## src/rtl/button_debounce_pkg.sv

```systemverilog
// Shared types and board defaults for the push-button debouncer.
// FSM state encoding plus 24 MHz cycle constants used as parameter defaults.
package button_debounce_pkg;

   typedef enum logic [1:0] {
      IDLE         = 2'd0,
      PRESS_WAIT   = 2'd1,
      PRESSED      = 2'd2,
      RELEASE_WAIT = 2'd3
   } btn_state_t;

   // 5 ms and 1 s at the 24 MHz board clock
   localparam int DEF_DEBOUNCE_CYCLES = 120_000;
   localparam int DEF_LONG_CYCLES     = 24_000_000;

endpackage

```

## src/rtl/button_debounce_sync_2ff.sv

```systemverilog
// Single-bit two-flop synchronizer with a configurable reset value.
module sync_2ff #(
   parameter logic RESET_VAL = 1'b0
) (
   input  logic clk,
   input  logic rst,
   input  logic d,
   output logic q
);

   logic meta;

   always_ff @(posedge clk) begin
      if (rst) begin
         meta <= RESET_VAL;
         q    <= RESET_VAL;
      end else begin
         meta <= d;
         q    <= meta;
      end
   end

endmodule

```

## src/rtl/button_debounce.sv

```systemverilog
// Debounces the low-active board button into a level plus press/release/long strobes.
// Optional long-press detection is built when BTN_LONG_PRESS_EN is defined.
module button_debounce
   import button_debounce_pkg::*;
#(
   parameter int DEBOUNCE_CYCLES = DEF_DEBOUNCE_CYCLES,
   parameter int LONG_CYCLES     = DEF_LONG_CYCLES
) (
   input  logic clk,
   input  logic rst,
   input  logic btnx,
   output logic pressed,
   output logic press_pulse,
   output logic release_pulse,
   output logic long_pulse
);

   localparam int CW = $clog2(DEBOUNCE_CYCLES);
   localparam int LW = $clog2(LONG_CYCLES);

   logic btn_sync;
   logic btn_s;
   btn_state_t state;
   logic [CW-1:0] cnt;

   // Raw pin goes straight into the synchronizer; released (high) is the reset level
   sync_2ff #(.RESET_VAL(1'b1)) u_sync (
      .clk (clk),
      .rst (rst),
      .d   (btnx),
      .q   (btn_sync)
   );

   assign btn_s = ~btn_sync;

   always_ff @(posedge clk) begin
      if (rst) begin
         state         <= IDLE;
         cnt           <= '0;
         pressed       <= 1'b0;
         press_pulse   <= 1'b0;
         release_pulse <= 1'b0;
      end else begin
         press_pulse   <= 1'b0;
         release_pulse <= 1'b0;
         case (state)
            IDLE: begin
               if (btn_s) begin
                  state <= PRESS_WAIT;
                  cnt   <= '0;
               end
            end
            PRESS_WAIT: begin
               if (!btn_s) begin
                  state <= IDLE;
               end else if (cnt == CW'(DEBOUNCE_CYCLES - 1)) begin
                  state       <= PRESSED;
                  pressed     <= 1'b1;
                  press_pulse <= 1'b1;
               end else begin
                  cnt <= cnt + 1'b1;
               end
            end
            PRESSED: begin
               if (!btn_s) begin
                  state <= RELEASE_WAIT;
                  cnt   <= '0;
               end
            end
            RELEASE_WAIT: begin
               // A high sample here is a bounce: return without any event
               if (btn_s) begin
                  state <= PRESSED;
               end else if (cnt == CW'(DEBOUNCE_CYCLES - 1)) begin
                  state         <= IDLE;
                  pressed       <= 1'b0;
                  release_pulse <= 1'b1;
               end else begin
                  cnt <= cnt + 1'b1;
               end
            end
            default: state <= IDLE;
         endcase
      end
   end

`ifdef BTN_LONG_PRESS_EN
   logic [LW-1:0] lcnt;
   logic long_done;

   // lcnt saturates and is held through release bounces; only a pass through IDLE re-arms
   always_ff @(posedge clk) begin
      if (rst) begin
         lcnt       <= '0;
         long_done  <= 1'b0;
         long_pulse <= 1'b0;
      end else begin
         long_pulse <= 1'b0;
         if (state == IDLE || state == PRESS_WAIT) begin
            lcnt      <= '0;
            long_done <= 1'b0;
         end else if (state == PRESSED) begin
            if (lcnt == LW'(LONG_CYCLES - 1) && !long_done) begin
               long_pulse <= 1'b1;
               long_done  <= 1'b1;
            end
            if (btn_s && lcnt != LW'(LONG_CYCLES - 1)) begin
               lcnt <= lcnt + 1'b1;
            end
         end
      end
   end
`else
   assign long_pulse = 1'b0;
`endif

endmodule

```

## config.mk

```make
export PLATFORM = sky130hd
export DESIGN_NAME = button_debounce
export DESIGN_NICKNAME = d
export VERILOG_FILES = /design/src/rtl/button_debounce_pkg.sv /design/src/rtl/button_debounce_sync_2ff.sv /design/src/rtl/button_debounce.sv
export SDC_FILE = /design/constraint.sdc
export NUM_CORES = 1
export LEC_CHECK = 0
export ABC_AREA = 1
export CORE_UTILIZATION = 50
export CTS_CLUSTER_DIAMETER = 120
export DETAILED_ROUTE_END_ITERATION = 8
export DONT_BUFFER_PORTS = 1
export SLEW_MARGIN = 0
export SYNTH_ARGS = -nofsm -noshare
export SYNTH_HDL_FRONTEND = slang
export SYNTH_SLANG_ARGS = --single-unit
```

## constraint.sdc

```tcl
create_clock -name clk -period 1.89 [get_ports clk]
set_input_delay 0.378 -clock clk [delete_from_list [all_inputs] [get_ports clk]]
set_output_delay 0.378 -clock clk [all_outputs]
set_load 0.05 [all_outputs]
```

==> key figures, run 1 <==
Yosys
  • Multiplexer share of the synthesized area: 0
  • Register area share after synthesis: 0.354
  • Netlist cell types: 25
  • Largest family of logic cells by synthesized area: simple AND/OR/NAND/NOR gates
  • Main synth FF type: dfxtp_1
  • Adder-cell share of the synthesized area: 0.00921
  • #FFs+latches synth: 24
  • Compound-Gate Fraction of Synth Area: 0.123
  • Async S/R FF share, synth: 0
  • Simple-Gate Fraction of Synth Area: 0.409
  • Syn Nets: 206
  • Post-synth EDFFs: 0
  • Cells after synthesis: between 200 and 250
  • Syn Area/Cell: 6.73 um2
  • Synth warn: 0
  • Mapped cell area: 1360 um2
  • XOR/XNOR Fraction of Synth Area: 0.0249

Timing
  • Final worst-path cycle share: 0.871
  • Final hold slack: 0.0827 ns
  • Final Hold Fails: 0
  • Final worst setup slack: 0.245 ns
  • Min Clock Period, post-route: around 1.6 ns
  • RSZ-0062 raised after global routing: false
  • Max Slew Vio Count: 0
  • Slew @ Worst Pin: 0.504 ns
  • Slew headroom: 0.663
  • Setup Viol. Count Final: 0
  • Skew final: 0.00541 ns
  • Max Freq: about 0.6 GHz
  • Setup TNS: 0 ns

Floorplan
  • Die Y: 54.1 um
  • Rows: 18
  • Die X: 54.1 um
  • I/O pins: 7
  • CORE AREA: about 2500 um2
  • Starting Density: 0.539
  • Die ar.: 2930 um2

Worst setup path
  • Crit-path max FO: 11
  • Crit end category: flip-flop
  • Crit Path Class: reg2reg
  • Slowest cell on the critical path: dfxtp_1
  • Crit-path max cell delay: around 0.4 ns
  • Crit path DAT: ~1.9 ns
  • CP startpoint kind: flip-flop
  • Critical Path RT: 2.13 ns
  • Most used cell, CP: nor2_2
  • CP Cell Sequence: ha_1 -> nand3_1 -> nor2_2 -> inv_2 -> nor2_2 -> nor2_2 -> o21ai_0 -> nor2_1

Global routing
  • Met1 Usage GRT: 0.336
  • Grt met3 use: 0.0254
  • Remaining Overflow, GRT: 0
  • Initial antenna violation count: 0
  • Grt met2 use: 0.402
  • Total track usage: 0.246
  • Largest net degree at the start of global routing: 19
  • Number of global-route vias before repair: about 1,100
  • Busiest grt layer: met2
  • First-pass GRT wire length: 5.11 mm

Cells and area
  • Most frequent cells in the layout: 61 x nand2_1, 24 x dfxtp_1, 21 x nor2_1, 17 x nand3_1, 15 x inv_1
  • Layout cells sized above 1: 0.134
  • Nets: 206
  • FILL cells: around 280
  • Antenna Diode Count: 0
  • Layout area overhead: 4.05%
  • Final Util: 0.561
  • Commonest non-fill, non-tap cell in the layout: nand2_1

CTS
  • CTS root buffer: clkbuf_4
  • Post-CTS setup repair buffer count: 0
  • Htree depth: 1
  • Clock slew at reported path FFs: 0.15 ns
  • Worst skew pair latency: 0.33 ns
  • Clock Sinks: 24
  • Longest Clk Path Bufs: 2
  • Number of CTS-inserted buffers: 3
  • TritonCTS clock tree: yes

Power and ir drop
  • VDD IR max: 0.000478 V
  • Leakage power total: 0.468 nW
  • Power density over the cells: 651 nW/um2

Routing
  • Wire per inst: approximately 14 um
  • Via density: 5.65
  • Final wirelength: 3.14 mm
  • Residual DRC: 0
  • Iter 0 DRT Violations: 62
  • Post-route ant nets: 0
  • DR vias: 1,304
  • DR pass1 iterations: 4

Placement
  • Port Buf Inserts: 0
  • GPL Wtd Cong: around 0.88
  • Place WS: ~0.10 ns
  • Post-DP HPWL: 2.28 mm

Min path
  • Min-Delay Path Class: in2reg

Run
  • Max-Cap Viols: 0

Outcome
  • Status: finished, final reports clean
-- logic make-up (layout without fill, tap and decap cells) --
kind of cell,after synthesis,count (layout)
flip-flops,24,24
AO/OA/AOI/OAI,26,26
AND/OR/NAND/NOR,124,124
adder cells (fa/ha/maj),1,1
buffers and inverters,23,22
other,1,1
XOR/XNOR,3,3
-- metal layers --
layer | share of wire | up-vias | wire, um
met2 | 0.46 | 29 | 1460
met5 | 0 | - | 0
met4 | 0.014 | 0 | 43
met3 | 0.040 | 5 | 126
li1 | - | 655 | -
met1 | 0.48 | 615 | 1520
-- flip-flops by register name (all words and copies together) (netlist names), named ones only --
name           count
u_sync.meta        1
state              1
release_pulse      1
press_pulse        1
pressed            1
cnt               17
u_sync.q           1
-- cell usage after synthesis (3+ instances only) --
cell | number | area, um2
nand4_1 | 12 | 75.1
nor2_2 | 6 | 37.5
inv_2 | 3 | 11.3
buf_4 | 3 | 22.5
inv_1 | 15 | 56.3
o21ai_0 | 6 | 30.0
a21oi_1 | 8 | 40.0
dfxtp_1 | 24 | 480
nand3_1 | 17 | 85.1
nor2_1 | 22 | 82.6
nand2_1 | 61 | 229
a21oi_2 | 8 | 70.1
-- final cells by class --
cell class / count / area [um2] / share of cell area
Inverter: 18 / 67.6 / 0.0478
Clock buffer: 3 / 22.5 / 0.0159
Multi-Input combinational cell: 155 / 776 / 0.549
Sequential cell: 24 / 480 / 0.340
Tap cell: 30 / 37.5 / 0.0265
Clock inverter: 1 / 30.0 / 0.0212
-- worst paths after layout --
kind | start | end | slack [ns] | depth (start not counted)
setup / recovery | cnt[0]$_SDFFE_PP0P_ | cnt[0]$_SDFFE_PP0P_ | 0.24 | 8
hold / removal | rst | cnt[7]$_SDFFE_PP0P_ | 0.08 | 1
setup reg to reg | cnt[0]$_SDFFE_PP0P_ | cnt[0]$_SDFFE_PP0P_ | 0.24 | 8
hold reg to reg | u_sync.meta$_SDFF_PP1_ | u_sync.q$_SDFF_PP1_ | 0.43 | 1
-- power breakdown --
group / leakage (nW) / switching (mW) / internal (mW) / total (mW)
logic: 0.247 / 0.0145 / 0.00439 / 0.0189
clock network: 0.0279 / 0.176 / 0.215 / 0.390
registers: 0.194 / 0.00190 / 0.509 / 0.511
-- metrics by stage --
stage / cells / power, mW / cell area, um2
floorplan: 202 / 0.543 / 1360
global placement: 227 / 0.540 / 1360
detailed placement: 227 / 0.540 / 1360
CTS: 231 / 0.920 / 1410
global route: 231 / 0.936 / 1410
finish: 231 / 0.920 / 1410
-- worst max-delay path: cells and delay by family (launching register included) --
family	cells	cell delay (ns)
DFF	1	0.40
and+or+nand+nor	5	0.71
AOI/OAI and AO/OA	1	0.19
buffers and inverters	1	0.06
adders and majority gates	1	0.20
-- timing repair --
| item | in CTS | in global routing |
|---|---|---|
| endpoints found under the setup margin | 0 | 10 |
| hold buffers | 0 | 0 |
| resized for setup | 0 | 1 |
Power figures use the tool's default switching activity.
==> run 2, diff against run 1 <==
--- a/config.mk
+++ b/config.mk
@@ -7,7 +7,6 @@
 export LEC_CHECK = 0
 export ABC_AREA = 1
 export CORE_UTILIZATION = 50
-export CTS_CLUSTER_DIAMETER = 120
 export DETAILED_ROUTE_END_ITERATION = 8
 export DONT_BUFFER_PORTS = 1
 export SLEW_MARGIN = 0
==> results of run 2 <==
The final DEF is identical to that of run 1; final timing and power are the same.
